$ cat src/rtl/cache_axi_arbiter.sv
// cache_axi_arbiter: serialises I-cache and D-cache line requests onto the
// single AXI line bridge, one outstanding transaction at a time.
// Ports: aclk/aresetn; I-cache (i_rd_req, i_addr, i_gnt, i_rd_line);
// D-cache (d_rd_req, d_wr_req, d_addr, d_wr_line, d_gnt, d_rd_line);
// bridge (m_rd_req, m_wr_req, m_addr, m_wr_line, m_gnt, m_rd_line).
// Option: define ARB_DCACHE_PRIORITY_EN for fixed D-cache priority on ties
// (default build is round robin).
module cache_axi_arbiter #(
    parameter  int LINE_ADDR_LEN = 3,
    localparam int LINE_WORDS    = 1 << LINE_ADDR_LEN
) (
    input  logic        aclk,
    input  logic        aresetn,
    input  logic        i_rd_req,
    input  logic [31:0] i_addr,
    output logic        i_gnt,
    output logic [31:0] i_rd_line [LINE_WORDS],
    input  logic        d_rd_req,
    input  logic        d_wr_req,
    input  logic [31:0] d_addr,
    input  logic [31:0] d_wr_line [LINE_WORDS],
    output logic        d_gnt,
    output logic [31:0] d_rd_line [LINE_WORDS],
    output logic        m_rd_req,
    output logic        m_wr_req,
    output logic [31:0] m_addr,
    output logic [31:0] m_wr_line [LINE_WORDS],
    input  logic        m_gnt,
    input  logic [31:0] m_rd_line [LINE_WORDS]
);

    localparam logic [1:0] IDLE   = 2'd0;
    localparam logic [1:0] BUSY_I = 2'd1;
    localparam logic [1:0] BUSY_D = 2'd2;
    localparam logic [1:0] DONE   = 2'd3;

    logic [1:0] state;
    logic       d_req;
    logic       i_win;
    logic       d_win;

    assign d_req = d_rd_req | d_wr_req;

`ifdef ARB_DCACHE_PRIORITY_EN
    assign d_win = d_req;
    assign i_win = i_rd_req & ~d_req;
`else
    // last_d = 1 when the D-cache was the most recent client served
    logic last_d;

    assign i_win = i_rd_req & (~d_req | last_d);
    assign d_win = d_req & ~i_win;
`endif

    // Grants are only meaningful while the matching transaction is held
    assign i_gnt = (state == BUSY_I) & m_gnt;
    assign d_gnt = (state == BUSY_D) & m_gnt;

    assign i_rd_line = m_rd_line;
    assign d_rd_line = m_rd_line;

    always_ff @(posedge aclk or negedge aresetn) begin
        if (!aresetn) begin
            state     <= IDLE;
            m_rd_req  <= 1'b0;
            m_wr_req  <= 1'b0;
            m_addr    <= 32'h0;
            m_wr_line <= '{default: 32'h0};
`ifndef ARB_DCACHE_PRIORITY_EN
            last_d    <= 1'b1;
`endif
        end else begin
            unique case (state)
                IDLE: begin
                    if (i_win) begin
                        state    <= BUSY_I;
                        m_addr   <= i_addr;
                        m_rd_req <= 1'b1;
                    end else if (d_win) begin
                        state     <= BUSY_D;
                        m_addr    <= d_addr;
                        m_wr_line <= d_wr_line;
                        // a simultaneous read+write is served as the write
                        m_wr_req  <= d_wr_req;
                        m_rd_req  <= ~d_wr_req;
                    end
                end
                BUSY_I: begin
                    if (m_gnt) begin
                        state    <= DONE;
                        m_rd_req <= 1'b0;
                        m_wr_req <= 1'b0;
`ifndef ARB_DCACHE_PRIORITY_EN
                        last_d   <= 1'b0;
`endif
                    end
                end
                BUSY_D: begin
                    if (m_gnt) begin
                        state    <= DONE;
                        m_rd_req <= 1'b0;
                        m_wr_req <= 1'b0;
`ifndef ARB_DCACHE_PRIORITY_EN
                        last_d   <= 1'b1;
`endif
                    end
                end
                // one dead cycle lets the served client drop its request
                DONE: state <= IDLE;
                default: state <= IDLE;
            endcase
        end
    end

endmodule

$ cat config.mk
export PLATFORM = sky130hd
export DESIGN_NAME = cache_axi_arbiter
export DESIGN_NICKNAME = d
export VERILOG_FILES = /design/src/rtl/cache_axi_arbiter.sv
export SDC_FILE = /design/constraint.sdc
export NUM_CORES = 1
export LEC_CHECK = 0
export ABC_CLOCK_PERIOD_IN_PS = 2000
export CAP_MARGIN = 10
export CELL_PAD_IN_SITES_DETAIL_PLACEMENT = 0
export CELL_PAD_IN_SITES_GLOBAL_PLACEMENT = 2
export CORE_AREA = 5 5 531 533
export CTS_CLUSTER_DIAMETER = 100
export CTS_CLUSTER_SIZE = 12
export DETAILED_ROUTE_END_ITERATION = 10
export DIE_AREA = 0 0 536 538
export GPL_TIMING_DRIVEN = 1
export PLACE_DENSITY = 0.39
export SYNTH_ARGS = -nofsm -noshare
export SYNTH_HDL_FRONTEND = slang
export SYNTH_SLANG_ARGS = --single-unit
$ cat constraint.sdc
create_clock -name aclk -period 2 [get_ports aclk]
set_clock_uncertainty 0.15 [all_clocks]
set_input_delay 0.2 -clock aclk [delete_from_list [all_inputs] [get_ports aclk]]
set_output_delay 0.2 -clock aclk [all_outputs]
set_load 0.1 [all_outputs]
; ---- Yosys cells after proc, flatten, opt, wreduce, memory -nomap -nowiden
; Cells that the tools add are included.
[word_totals]
ff_bits = 293
input_bits = 582
output_inout_bits = 804
wordCells = 57
[op_classes]
n_eq_ne = 9
mux = 15
bitwise_logic = 9
n_reduce_logical = 11
[ops]
columns = operator, count
row1 = two-way mux 32 bit, 2
row2 = AND reduction 3 bit, 3
row3 = != test 2 bit (second input constant), 4
row4 = two-way mux 1 bit, 6
row5 = two-way mux 2 bit, 3
row6 = one-hot mux 1 bit (2 select lines), 3
row7 = one-hot mux 2 bit (3 select lines), 1
row8 = nonzero test 2 bit, 3
row9 = bitwise AND 1 bit, 4
row10 = equality test 2 bit (second input constant), 2
row11 = AND reduction 2 bit, 2
row12 = AND reduction 4 bit, 1
row13 = != test 3 bit (second input constant), 1
row14 = NOT 1 bit, 3
row15 = equality test 2 x 1 -> 1 bit (second input constant), 1
row16 = logical NOT 2 bit, 1
row17 = != test 2 x 1 -> 1 bit (second input constant), 1
row18 = bitwise OR 1 bit, 2
row19 = OR reduction 2 bit, 1

; ---- Longest topological paths before layout
[depth]
depth_word = 9
mapped_depth = 7
depth_no_buf = 5

; ---- Least setup slack after synthesis
; No wires, ideal clock.
[synth_path]
kind = flip-flop to flip-flop
start = register state[0]
end = register m_wr_line[17] (netlist name)
setup_time_ns = 0.128
arrival_time_ns = 1.572
required_ns = 1.722
setup_slack_ns = 0.150
stages_incl_launch_ff = 8
n_path_buf = 2
synth_period_minus_slack_ns = 1.850
cell_sequence = dfrtp_1 > inv_1 > ha_1 > o21ai_2 > nor2_4 > buf_6 > buf_6 > mux2_1
[synth_via]
elab_chain_len = 2
[synth_lines]
columns = element, line_no
row1 = from (decl), 37  ; logic [1:0] state;
row2 = from (signal assigned), 64  ; state <= IDLE;
row3 = from (signal assigned), 76  ; state <= BUSY_I;
row4 = from (signal assigned), 80  ; state <= BUSY_D;
row5 = logical NOT 2 bit, 73  ; unique case (state)
row6 = AND reduction 3 bit (no source line), n/a
row7 = to (signal assigned), 82  ; m_wr_line <= d_wr_line;
row8 = to (decl), 27  ; output logic [31:0] m_wr_line [LINE_WORDS],
; Every way passes these cells.
; A chain may end at the register's enable or synchronous reset.

; ---- Worst setup path after layout
[layout_path]
start = register state[1]
end = register m_wr_line[13] (netlist name)
; Same word-level chain as after synthesis.

==> results.ini <==
[route]
drc = 0
wl_mm = 136
drt_iter0_markers = 346
first_pass_iters = 5
vias = 11100
vias_per_cell = 2.05
avgRoutedWirePerCell_um = 25.1
drtAntennaViolNets = 0

[setup_path]
worstPathCellList = inv_2 > ha_4 > o21ai_4 > nor2_4 > buf_12 > clkbuf_16 > buf_12 > buf_12 > mux2_4
crit_top_cell = buf_12
crit_path_end_kind = flip-flop
start_kind = flip-flop
worstPathMaxFanout = 8
criticalPathCategory = flip-flop to flip-flop
worstRegToRegCells = 9
arrival_ns = 2.48
cp_data_required_time_ns = 2.38
critPathSlowestCell = dfrtp_1
cpPeakStageDelay_ns = 0.39

[die]
io_pins = 1386
die_w_um = 536
rows = 193
initial_core_util = 0.0583
core_area_um2 = 276000
die_h_um = 538
dieArea_um2 = 288000

[global_route]
first_global_vias = 11900
grt_use_total = 0.0867
grt_pass1_wl_mm = 158
antenna_found_initial = 19
globalRoute.totalOverflow = 0
grt_max_degree = 48

[timing]
finalMaxSlewViolations = 0
fin_ws_ns = -0.107
finalCriticalPeriod_ns = 2.11
period_share = 1.05
worst_pin_slew_ns = 0.469
rsz0062_at_grt = true
setup_viol = 224
fmax_mhz = 475
maxSlewHeadroom = 0.687
whs_ns = 0.0842
hold_violations = 0

[clock_network]
clockRootBuffer = clkbuf_16
cts_buffer_depth = 3
cts_tree = done
htreeDepth = 2
cts_sinks = 293
cts.reportedPaths.clkPinSlew_ns = 0.07
cts_buffers = 34
insertion_delay_ns = 0.65

[finish]
drive_above_1_share = 0.420
post-route-util = 0.103
nNetsFinal = 2272
syn_to_final_growth_pct = 77.4

[logic_synthesis]
synth.distinct_cells = 35
synth_seq_area_share = 0.456
synth_top_area_frac = 0.454
syn_inst = 1273
synth_area_leader_cell = dfrtp_1
ys_ff_latch = 293
synth_most_common_cell = buf_4
synth_nets = 1860
ys.flop_type = dfrtp_1
synth_warnings = 0
synthArstFlopShare = 1.00
synth_edf_count = 0
synth_area_leaders = dfrtp_1 (45%), buf_4 (24%), mux2_4 (18%)
netlist_area_um2 = 16100
ys_top_cells_by_count = buf_4 (512), dfrtp_1 (292), mux2_4 (190)
syn_avg_cell_area_um2 = 12.6

[outcome]
status = finished with violations
violations = setup timing

[place]
place_hpwl_mm = 116
place.gp.congestion = 0.781
io_buffers = 617

[job]
maxCapViolCount = 0

[pwr]
p_leak_nw = 11.0
vdd_drop_max_mv = 0.621
power_density_nw_per_um2 = 2240

[worst_hold_path]
hold_depth = 2
holdCritPathClass = input port to flip-flop

[routing by layer]
| metal | wire length [um] | vias to the layer above | GRT usage |
|---|---|---|---|
| li1 | - | 4597 | - |
| met1 | 37300 | 5107 | 0.0681 |
| met2 | 63900 | 1115 | 0.144 |
| met3 | 29200 | 234 | 0.0865 |
| met4 | 5300 | 8 | 0.0332 |
| met5 | 230 | - | 0.00493 |
[final cells by class]
type / instances / area, um2
clock inverters: 10 / 95.1
clock buffers: 39 / 880
repair buffers: 937 / 10800
flip-flops and latches: 293 / 7330
fillers: 31600 / 247000
multi-input cells: 415 / 4810
diodes: 5 / 12.5
inverters: 4 / 17.5
well taps: 3705 / 4640
[critical path, delay by kind of cell (launching register included)]
kind                       cells  cell delay, ns
adders and majority gates      1            0.16
buffers and inverters          5            0.72
muxes                          1            0.30
and+or+nand+nor                1            0.16
DFF                            1            0.39
AOI/OAI and AO/OA              1            0.07
[cell usage in the layout, fill, tap and decap left out, types with 2 or more instances in the layout]
cell type	netlist	routed
buf_6	28	6
o21ai_0	33	33
clkbuf_1	13	4
nor2_1	34	34
buf_8	0	7
inv_8	0	2
and2_4	0	2
inv_2	0	3
nand3_1	33	33
clkbuf_16	0	55
diode_2	0	5
buf_4	512	212
inv_6	0	5
dlygate4sd3_1	0	220
a31oi_1	32	32
mux2_4	190	256
ha_1	5	2
ha_4	0	3
dfrtp_1	292	292
clkdlybuf4s50_1	0	323
buf_16	0	9
buf_12	0	139
[repair_timing]
| item | 4_1_cts | 5_1_grt |
|---|---|---|
| gates resized for setup | 29 | 118 |
| setup buffers | 5 | 5 |
| hold buffers | 221 | 0 |
| gates cloned | 0 | 27 |
| setup endpoints to repair | 258 | 263 |
| hold endpoints to repair | 486 | 0 |
| pin swaps | 1 | 1 |
[through the flow]
stage	instances	setup slack (ns)	total power [mW]	instance area (um2)	setup TNS, ns
after CTS	5371	-0.161	63.1	27400	-19.31
after global routing	5406	-0.184	66.7	28500	-22.54
after floorplan	1273	0.150	44.3	16100	0
final	5408	-0.107	63.9	28500	-9.17
after detailed placement	5096	-0.229	55.7	24000	-46.57
after global placement	5096	-0.253	55.6	24000	-50.11
[flip-flops by register name, summed over array words and instances (netlist names)]
| signal | cells |
|---|---|
| m_wr_line | 256 |
| last_d | 1 |
| m_rd_req | 1 |
| state | 2 |
| m_wr_req | 1 |
| m_addr | 32 |
[power breakdown]
group	internal [mW]	switching, mW	total, mW	leakage [nW]
clock	3.17	3.06	6.24	0.477
sequential	9.04	3.03	12.1	3.44
combinational	14.6	31.0	45.6	7.06
total	26.8	37.1	63.9	11.0
[final timing paths]
check | startpoint | endpoint | slack [ns]
setup / recovery | state[1] | m_wr_line[13] | -0.11
hold / removal | d_wr_line[131] | m_wr_line[131] | 0.08
setup reg to reg | state[1] | m_wr_line[13] | -0.11
hold reg to reg | m_wr_line[52] | m_wr_line[52] | 0.36
max in group asynchronous | aresetn | m_addr[3] | 0.54
min in group asynchronous | aresetn | m_wr_line[77] | 0.57
[kinds of logic (layout without fill, tap and decap cells)]
kind of cell             after synthesis  count (layout)  synth area share
buffers and inverters                565             990             0.265
AND/OR/NAND/NOR                       78              78            0.0230
other                                  0               5                 0
multiplexers                         257             257             0.224
adder cells (fa/ha/maj)                5               5           0.00389
AO/OA/AOI/OAI                         75              75            0.0279
flip-flops                           293             293             0.456
Note: power is estimated with default switching activity, not from simulation.
